`config.mk`:
```
export PLATFORM = sky130hd
export DESIGN_NAME = lvds_input_capture
export DESIGN_NICKNAME = d
export VERILOG_FILES = /design/src/rtl/lvds_input_capture.sv
export SDC_FILE = /design/constraint.sdc
export NUM_CORES = 1
export LEC_CHECK = 0
export CAP_MARGIN = 20
export CORE_ASPECT_RATIO = 1.2
export CORE_MARGIN = 4
export CORE_UTILIZATION = 62
export CTS_CLUSTER_DIAMETER = 100
export DETAILED_ROUTE_END_ITERATION = 12
export GPL_TIMING_DRIVEN = 0
export PLACE_DENSITY = 0.87
export SETUP_SLACK_MARGIN = 0.2
export SLEW_MARGIN = 20
export SYNTH_ARGS = -nofsm -noshare
export SYNTH_HDL_FRONTEND = slang
export SYNTH_SLANG_ARGS = --single-unit
export TNS_END_PERCENT = 5
```
`constraint.sdc`:
```
create_clock -name ACLK -period 5.1 [get_ports ACLK]
set_input_delay 1.53 -clock ACLK [delete_from_list [all_inputs] [get_ports ACLK]]
set_output_delay 1.53 -clock ACLK [all_outputs]
set_load 0.05 [all_outputs]
```
`src/rtl/lvds_input_capture.sv`:
```
// rtl/lvds_input_capture.sv - block capture of deserialised ADC samples onto an AXI4-Stream master
//
// Purpose: on a start pulse, emit one block of dsize words (ADC samples or a
// counter test pattern) through a single-stage output register. The block may
// repeat continuously while cr_rt is held. Reports busy, done and a sticky
// overflow flag.
//
// Ports:
//   ACLK, ARESETN             clock, asynchronous active-low reset
//   dsize, cr_start           block length (latched at start), start pulse
//   cr_test, cr_rt            test-pattern select (latched), continuous repeat
//   adc_data, adc_valid       sample stream, no back-pressure
//   M_AXIS_TDATA/TVALID/
//   TREADY/TLAST              stream master toward the DMA
//   busy, done, ovf           status outputs
module lvds_input_capture #(
  parameter int DATA_W = 16
) (
  input  logic              ACLK,
  input  logic              ARESETN,
  input  logic [31:0]       dsize,
  input  logic              cr_start,
  input  logic              cr_test,
  input  logic              cr_rt,
  input  logic [DATA_W-1:0] adc_data,
  input  logic              adc_valid,
  output logic [DATA_W-1:0] M_AXIS_TDATA,
  output logic              M_AXIS_TVALID,
  input  logic              M_AXIS_TREADY,
  output logic              M_AXIS_TLAST,
  output logic              busy,
  output logic              done,
  output logic              ovf
);

  typedef enum logic [1:0] {S_IDLE, S_RUN, S_DRAIN} state_t;

  state_t            state_q, state_d;
  logic [31:0]       dsize_q, dsize_d;
  logic [31:0]       issued_q, issued_d;
  logic              test_q, test_d;
  logic [DATA_W-1:0] pat_q, pat_d;
  logic [DATA_W-1:0] tdata_q, tdata_d;
  logic              tvalid_q, tvalid_d;
  logic              tlast_q, tlast_d;
  logic              done_q, done_d;
  logic              ovf_q, ovf_d;

  logic start_ok;
  logic load_ok;
  logic hs;
  logic want;
  logic load;
  logic last_word;

  assign start_ok  = (state_q == S_IDLE) && cr_start && (dsize != 32'd0);
  assign load_ok   = !tvalid_q || M_AXIS_TREADY;
  assign hs        = tvalid_q && M_AXIS_TREADY;
  assign want      = (state_q == S_RUN) && (issued_q < dsize_q);
  assign load      = want && load_ok && (test_q || adc_valid);
  assign last_word = (issued_q == dsize_q - 32'd1);

  always_ff @(posedge ACLK or negedge ARESETN) begin
    if (!ARESETN) begin
      state_q <= S_IDLE;
    end else begin
      state_q <= state_d;
    end
  end

  // The move to DRAIN happens on the load of the last word, so the TLAST
  // handshake can complete in the very next cycle without being missed.
  always_comb begin
    state_d = state_q;
    case (state_q)
      S_IDLE:  if (start_ok) state_d = S_RUN;
      S_RUN:   if (load && last_word) state_d = S_DRAIN;
      S_DRAIN: if (hs) state_d = cr_rt ? S_RUN : S_IDLE;
      default: state_d = S_IDLE;
    endcase
  end

  always_comb begin
    dsize_d  = dsize_q;
    test_d   = test_q;
    issued_d = issued_q;
    pat_d    = pat_q;
    tdata_d  = tdata_q;
    tvalid_d = tvalid_q;
    tlast_d  = tlast_q;
    ovf_d    = ovf_q;
    done_d   = 1'b0;

    if (start_ok) begin
      dsize_d  = dsize;
      test_d   = cr_test;
      issued_d = 32'd0;
      pat_d    = '0;
      ovf_d    = 1'b0;
    end

    if (load) begin
      tdata_d  = test_q ? pat_q : adc_data;
      tlast_d  = last_word;
      tvalid_d = 1'b1;
      issued_d = issued_q + 32'd1;
      if (test_q) pat_d = pat_q + DATA_W'(1);
    end else if (hs) begin
      tvalid_d = 1'b0;
      tlast_d  = 1'b0;
    end

    // A sample is only "lost" while the block still needs words.
    if (want && !test_q && adc_valid && !load_ok) ovf_d = 1'b1;

    // In DRAIN the only word in flight is the TLAST word.
    if ((state_q == S_DRAIN) && hs) begin
      if (cr_rt) begin
        issued_d = 32'd0;
        pat_d    = '0;
      end else begin
        done_d   = 1'b1;
      end
    end
  end

  always_ff @(posedge ACLK or negedge ARESETN) begin
    if (!ARESETN) begin
      dsize_q  <= 32'd0;
      test_q   <= 1'b0;
      issued_q <= 32'd0;
      pat_q    <= '0;
      tdata_q  <= '0;
      tvalid_q <= 1'b0;
      tlast_q  <= 1'b0;
      done_q   <= 1'b0;
      ovf_q    <= 1'b0;
    end else begin
      dsize_q  <= dsize_d;
      test_q   <= test_d;
      issued_q <= issued_d;
      pat_q    <= pat_d;
      tdata_q  <= tdata_d;
      tvalid_q <= tvalid_d;
      tlast_q  <= tlast_d;
      done_q   <= done_d;
      ovf_q    <= ovf_d;
    end
  end

  assign M_AXIS_TDATA  = tdata_q;
  assign M_AXIS_TVALID = tvalid_q;
  assign M_AXIS_TLAST  = tlast_q;
  assign busy          = (state_q != S_IDLE);
  assign done          = done_q;
  assign ovf           = ovf_q;

endmodule

```
### Word level (Yosys, flattened, before mapping)

Cells that the tools add are included.

| word-level totals | value |
|---|---|
| register bits after elaboration | 103 |
| input bits | 55 |
| output and inout port bits | 21 |
| word-level logic and storage cells | 64 |

| cells by class | value |
|---|---|
| add/sub/neg operators | 3 |
| order comparisons | 1 |
| eq/ne operators | 6 |
| multiplexer cells | 22 |
| reduce and logical (&&, ||, !) cells | 22 |

Operator list:

| kind | count |
|---|---|
| 32-bit two-way mux | 4 |
| 16-bit two-way mux | 6 |
| 32-bit by 1-bit adder with 32-bit output, second input constant | 1 |
| 32-bit == test | 1 |
| 32-bit less-than comparator | 1 |
| 32-bit nonzero test | 1 |
| 32-bit by 1-bit subtractor with 32-bit output, second input constant | 1 |
| 16-bit by 1-bit adder with 16-bit output, second input constant | 1 |
| 1-bit logical AND | 11 |
| 1-bit two-way mux | 8 |
| 2-bit two-way mux | 3 |
| 2-bit case mux with 3 select lines | 1 |
| 2-bit nonzero test | 3 |
| 2-bit != test, second input constant | 2 |
| 1-bit logical NOT | 3 |
| 3-bit AND reduction | 1 |
| 2-bit by 1-bit == test with 1-bit output, second input constant | 1 |
| 2-bit == test, second input constant | 1 |
| 2-bit logical NOT | 1 |
| 1-bit logical OR | 2 |
| 2-bit by 1-bit != test with 1-bit output, second input constant | 1 |

### Longest topological paths before layout

Gate-level depths: netlist of the first run.

| logic depth | value |
|---|---|
| word-level depth | 8 |
| depth in mapped cells | 13 |
| depth with buffers taken out | 10 |

### Worst setup path after synthesis of the first run

OpenSTA, ideal clock, no wires.

| timing | value |
|---|---|
| path kind | in2reg |
| start | in dsize[24] |
| end | reg dsize_q[0] |
| library setup time | 0.125 ns |
| data arrival time | 3.003 ns |
| required time | 4.975 ns |
| slack | 1.972 ns |
| stages on the path | 5 |
| buffers on the path | 1 |
| cell sequence | nor4_1 nand4_1 o211ai_1 clkbuf_1 mux2_2 |

| between the ends | value |
|---|---|
| longest elaborated chain between the ends | 2 |

Ends and longest elaborated chain:

| item | RTL line | text |
|---|---|---|
| start, declared | 21 | `input logic [31:0] dsize,` |
| 32-bit nonzero test | 56 | `assign start_ok = (state_q == S_IDLE) && cr_start && (dsize != 32'd0);` |
| 1-bit logical AND | 56 |  |
| end signal, assigned | 139 | `dsize_q <= dsize_d;` |
| end, declared | 39 | `logic [31:0] dsize_q, dsize_d;` |

No other way between the ends.
A chain may end at the register's enable or synchronous reset.

### Worst setup path in the final report of the first run

| timing | value |
|---|---|
| start | in dsize[1] |
| end | reg dsize_q[30] |

The elaborated chain is that of the path after synthesis.

==> results of run 1 <==
## sequential cells by signal, summed over array words and instances (netlist names), 2 cells and up
register / flops
M_AXIS_TDATA: 16
dsize_q: 32
issued_q: 32
pat_q: 16
state_q: 2
## cell families (layout without fill, tap and decap cells)
| group | after synthesis | after routing |
|---|---|---|
| adders and majority gates | 35 | 35 |
| muxes | 51 | 51 |
| AOI/OAI and AO/OA | 128 | 128 |
| buffers and inverters | 68 | 160 |
| and+or+nand+nor | 268 | 268 |
| DFF | 103 | 103 |
| xor gates and xnor gates | 58 | 58 |
## layer usage
layer | up-vias | global-route usage [%]
met4 | 0 | 14.4
met2 | 233 | 48.3
met1 | 2839 | 35.9
met3 | 61 | 5.75
met5 | - | 0
li1 | 2773 | -
## placed cells by master, fill, tap and decap left out, types with 3 or more instances in the layout
master | netlist | routed
and2_1 | 7 | 7
or2_2 | 3 | 3
inv_1 | 41 | 41
a211oi_1 | 4 | 4
mux2i_1 | 17 | 17
nand3_1 | 25 | 25
a31oi_1 | 7 | 7
nand2b_1 | 4 | 4
nor4_4 | 3 | 3
and4_1 | 4 | 4
nor3b_1 | 3 | 3
nand4_1 | 24 | 24
o211ai_1 | 11 | 11
o311ai_0 | 4 | 4
clkbuf_16 | 0 | 9
mux2_2 | 34 | 34
o41ai_1 | 3 | 3
xor2_1 | 21 | 21
buf_2 | 4 | 4
clkbuf_1 | 20 | 20
nand2_1 | 36 | 36
o21ai_0 | 24 | 24
o31ai_1 | 7 | 7
a21oi_1 | 52 | 52
or4_1 | 6 | 6
clkdlybuf4s50_1 | 0 | 74
nor2_1 | 62 | 62
or3_1 | 15 | 15
dfrtp_1 | 103 | 103
and3_1 | 20 | 20
nor3_1 | 16 | 16
ha_1 | 35 | 35
xnor2_1 | 37 | 37
or3b_2 | 6 | 6
nor2b_1 | 6 | 6
nor4_1 | 18 | 18
## final cells by class
class,instances,area [um2],area share (%)
multi-input cells,540,3790,48.2
flip-flops and latches,103,2580,32.8
repair buffers,76,779,9.91
clock buffers,9,225,2.86
well taps,129,161,2.05
inverters,41,154,1.96
plain buffers,27,114,1.45
clock inverters,7,66.3,0.843
## report_power, final
group / leakage, nW / internal [mW] / switching [mW]
registers: 1.40 / 0.824 / 0.00516
logic: 1.91 / 0.0596 / 0.0671
clock network: 0.141 / 0.341 / 0.327
total: 3.45 / 1.23 / 0.399
## worst min-delay path, delay by kind of cell, from the launching register on
kind / cells / cell delay, ns
AO/OA/AOI/OAI: 1 / 0.06
flip-flops: 1 / 0.36
AND/OR/NAND/NOR: 1 / 0.05
## per-stage QoR
step | setup TNS, ns | utilization, % | hold slack [ns] | std cells | setup slack, ns
global route | 0 | 75.2 | 0.536 | 932 | 0.642
global placement | -124.81 | 72.1 | 0.484 | 915 | -1.22
finish | 0 | 75.2 | 0.508 | 932 | 0.779
floorplan | 0 | - | 0.510 | 711 | 1.97
CTS | 0 | 75.2 | 0.499 | 932 | 0.724
detailed placement | 0 | 72.4 | 0.469 | 916 | 0.375
## how the worst min path moves through the flow
stage                     slack, ns        end       from  cells after the start
final                          0.51        ovf        ovf                      2
after global routing           0.54        ovf        ovf                      2
after CTS                      0.50        ovf        ovf                      2
after detailed placement       0.47        ovf        ovf                      2
after global placement         0.48        ovf        ovf                      2
after floorplan                0.51  pat_q[15]  pat_q[15]                      2
==> flow_summary.toml, run 1 <==
[run_status]
status = "finished clean"

[logic_synthesis]
synth_area_per_cell_um2 = 9.33
synth.net_count = 801
synthTopCellsByCount = "dfrtp_1 (103), nor2_1 (62), a21oi_1 (52)"
synth.area.top_cells = "dfrtp_1 (39%), ha_1 (6.6%), mux2_2 (5.8%)"
synth_cells = 711
ys_types = 57
synth_seq_cells = 103
synth_edf_count = 0
synth_compound_area_share_pct = 12.0
synth_xor_area_share_pct = 7.66
yosysSeqAreaShare_pct = 38.9
synth_top_family_by_area = "simple AND/OR/NAND/NOR gates"
synth_simple_gate_area_share_pct = 22.5
async_flop_share_pct = 100
yosysWarningCount = 0
yosys.area.top_type = "dfrtp_1"
synth_top_cell_area_share_pct = 38.9
synth_most_common_cell = "dfrtp_1"
ys.flop_type = "dfrtp_1"
synthAdderAreaFrac_pct = 6.60
synth.area.mux_share_pct = 8.34
syn_area_um2 = 6630

[worst_setup_path]
path_class = "input pin to register"
cp_top_family = "buffers and inverters"
arrival_ns = 4.55
crit_chain = "clkdlybuf4s50_1, nor4_1, nand4_1, o211ai_1, clkbuf_1, mux2_2"
critical_path_required_ns = 5.33
crit_start = "dsize[1]"
reg2reg_slack_ns = 1.43
reg2regPathDepth = 10
critPathCapture = "dsize_q[30]"
critPathLaunchType = "input pin"
max_stage_delay_ns = 0.69
r2r_start = "dsize_q[13]"
worst-path-stages = 6
end_kind = "register"
worstPathMaxFanout = 10
path_buf_inv = 2
regToRegEndpoint = "M_AXIS_TDATA[10]"
crit_path_top_delay_cell = "o211ai_1"

[timing]
maxSlewHeadroom_pct = 48.1
tightest_slew_ns = 0.775
period_share_pct = 84.7
max_freq_mhz = 231
hold_violations = 0
rsz0062_at_grt = "no"
finClkSkew_ns = 0.00775
report.final.slew_viol_count = 0
period_minus_slack_ns = 4.32
setup_viol = 0

[cts]
cts_buffer_depth = 2
post_cts_buffers = 0
cts_tree = "built"
root_buffer = "clkbuf_16"
cts.reportedPaths.clkPinSlew_ns = 0.07
hold_buffers = 0
cts_max_level = 3
numClockSinks = 103
tritoncts.num_buffers = 9
cts_resized = 0
worst_skew_pair.late_latency_ns = 0.35

[floorplanning]
fp.dieArea_um2 = 12400
die-height_um = 121
num_io_pins = 76
rows = 41
initial_core_util_pct = 63.4
core_area_um2 = 10500
fp.dieW_um = 102

[route]
drc = 0
drt-total-wl_um = 17500
num_vias = 5906
first_iter_violations = 389
ant_nets = 0
dr_wl_met2_um = 8670
via_per_inst = 6.34
drt-met1-wl_um = 6990
drtPass1Iterations = 5
dr_wl_met3_um = 1100
dr.max_layer_used = "met4"
wl_per_cell_um = 18.8

[power_and_ir_drop]
power_density_nw_per_um2 = 207
p_leak_nw = 3.45
peakVddDrop_mv = 0.145
finalPower_mw = 1.62

[grt]
grt_pass1_wl_um = 28600
antenna_found_initial = 0
grt_pass1_vias = 6135
grt-ovfl-total = 0
grtUsageTotal_pct = 29.2
grt_max_degree = 83

[layout]
num-nets-final = 888
design_area_um2 = 7870
syn2layout_area_growth_pct = 18.6
antennaDiodeCount = 0
drive_gt1_share_pct = 9.46
nFillCells = 754

[hold_path]
min_path_type = "register to register"

[place]
io_buffers = 75
placed_area_um2 = 7570
place_congestion = 0.933
dpl.hpwl_um = 13400

[run]
drv_cap = 0
No activity file was read; power rests on OpenSTA's default activity.
==> run 2, diff against run 1 <==
- CORE_UTILIZATION: 62 -> 52
- PLACE_DENSITY: 0.87 -> 0.78
- clock period: 5.1 -> 3.8 ns (I/O delays scaled with it)
==> flow_summary.toml, run 2 (same netlist as run 1, synthesis figures left out) <==
[layout]
layout_commonest_cell = "dfrtp_1"
syn2layout_area_growth_pct = 19.4
multi_input_area_um2 = 3790
design_area_um2 = 7920
seq_area_um2 = 2580
antennaDiodeCount = 0
drive_gt1_share_pct = 10.2
reg_top3 = "dsize_q (32), issued_q (32)"
nFillCells = 1026
num-nets-final = 891
final_cell_mix = "dfrtp_1 (103), clkdlybuf4s50_1 (74), nor2_1 (62)"

[power_and_ir_drop]
peakVddDrop_mv = 0.220
p_leak_nw = 3.46
p_int_mw = 1.63
p_sw_mw = 0.527
swShare_pct = 24.4
power_density_nw_per_um2 = 273
p_seq_share_pct = 51.5
finalPower_mw = 2.16
clock_power_share_pct = 40.7
combPwrFrac_pct = 7.8

[worst_setup_path]
max_stage_delay_ns = 0.55
critical_path_required_ns = 4.07
critPathLaunchType = "input pin"
crit_chain = "clkdlybuf4s50_1, nor4_1, nand4_1, o211ai_1, buf_4, clkbuf_1, o311ai_0, a21oi_1"
crit_path_top_delay_cell = "clkbuf_1"
worstPathMaxFanout = 10
arrival_ns = 3.69
path_buf_inv = 3
path_class = "input pin to register"
end_kind = "register"
cp_top_family = "buffers and inverters"

[timing]
max_freq_mhz = 292
setup_viol = 0
report.final.slew_viol_count = 0
hold_violations = 0
tightest_slew_ns = 0.717
finalWorstSetupSlack_ns = 0.377
period_share_pct = 90.1
timing.hold.ws_ns = 0.478
rsz0062_at_grt = "yes"
fin_tns_setup_ns = 0
finClkSkew_ns = 0.0110
period_minus_slack_ns = 3.42
maxSlewHeadroom_pct = 52.2

[cts]
cts_max_level = 3
tritoncts.num_buffers = 9
cts.reportedPaths.clkPinSlew_ns = 0.07
root_buffer = "clkbuf_16"
numClockSinks = 103
cts_buffer_depth = 2
worst_skew_pair.late_latency_ns = 0.36
cts_tree = "built"

[place]
io_buffers = 75
place_congestion = 0.881
pre_cts_ws_ns = -0.357
placed_area_um2 = 7610
dpl.hpwl_um = 13200

[floorplanning]
num_io_pins = 76
fp.dieArea_um2 = 14600
fp.dieW_um = 111
rows = 44
initial_core_util_pct = 54.0
core_area_um2 = 12300
die-height_um = 132

[grt]
grt_pass1_wl_um = 28600
grt-ovfl-total = 0
antenna_found_initial = 0
grt_pass1_vias = 5889
grt_max_degree = 69
grtUsageTotal_pct = 23.8

[hold_path]
min_path_type = "register to register"

[route]
via_per_inst = 6.04
drc = 0
drtPass1Iterations = 6
drt-total-wl_um = 17300
num_vias = 5830
wl_per_cell_um = 17.9
first_iter_violations = 410
ant_nets = 0

[run_status]
status = "finished clean"

[run]
drv_cap = 0
[run 2: cell types whose count changed in the layout (fill, tap and decap cells not counted), sizes merged]
cell      delta
clkbuf       +1
clkinv       -4
clkinvlp     +1
inv          +1
buf          +3
[run 2: power groups by stage]
stage	sequential [mW]	clock, mW	combinational (mW)
2_1_floorplan	1.17	0	0.0176
3_3_place_gp	1.13	0	0.164
3_5_place_dp	1.13	0	0.171
4_1_cts	1.11	0.892	0.172
5_1_grt	1.12	0.931	0.182
6_report	1.11	0.880	0.168
[run 2: final timing paths]
check                      cells past startpoint            to  slack [ns]        start
max                                            8  issued_q[31]        0.38     dsize[9]
min                                            2           ovf        0.48          ovf
max reg2reg                                   11  issued_q[31]        0.46  dsize_q[13]
min reg2reg                                    2           ovf        0.48          ovf
max in group asynchronous                      2    dsize_q[8]        2.50      ARESETN
min in group asynchronous                      1          done        0.67      ARESETN
[run 2: worst reg2reg max path: stages (launching register included)]
cell and delay [ns]:
dfrtp_1 0.32, clkbuf_1 0.28, inv_1 0.11, ha_1 0.32, and4_1 0.22, a221oi_2 0.27
a31oi_2 0.18, nor4_4 0.53, nand3_1 0.24, buf_2 0.25, o311ai_0 0.32, a21oi_1 0.13
[run 2: timing repair]
action | in CTS | in global routing
setup endpoints to repair | 39 | 75
hold buffers | 0 | 0
gates resized for setup | 1 | 7
setup buffers | 0 | 3
pin swaps | 0 | 1
[run 2: through the flow]
step	util (%)	instances
6_report	64.5	966
4_1_cts	64.2	963
3_3_place_gp	61.8	947
3_5_place_dp	62.0	948
5_1_grt	64.5	966
2_1_floorplan	-	711
[run 2: cell type report]
class	count	share of cell area [%]
buffer	27	1.50
clock buffer	10	2.89
clock inverter	5	0.521
inverter	41	1.94
multi-input combinational	540	47.9
sequential	103	32.5
tap	161	2.54
timing repair buffer	79	10.1
[run 2: routing by layer]
layer	vias to the layer above	wire, um	share of wire (%)	GRT usage [%]
li1	2783	-	-	-
met1	2806	7140	41	29.0
met2	189	8480	49	40.7
met3	52	1100	6.4	5.69
met4	0	573	3.3	9.53
met5	-	0	0	0
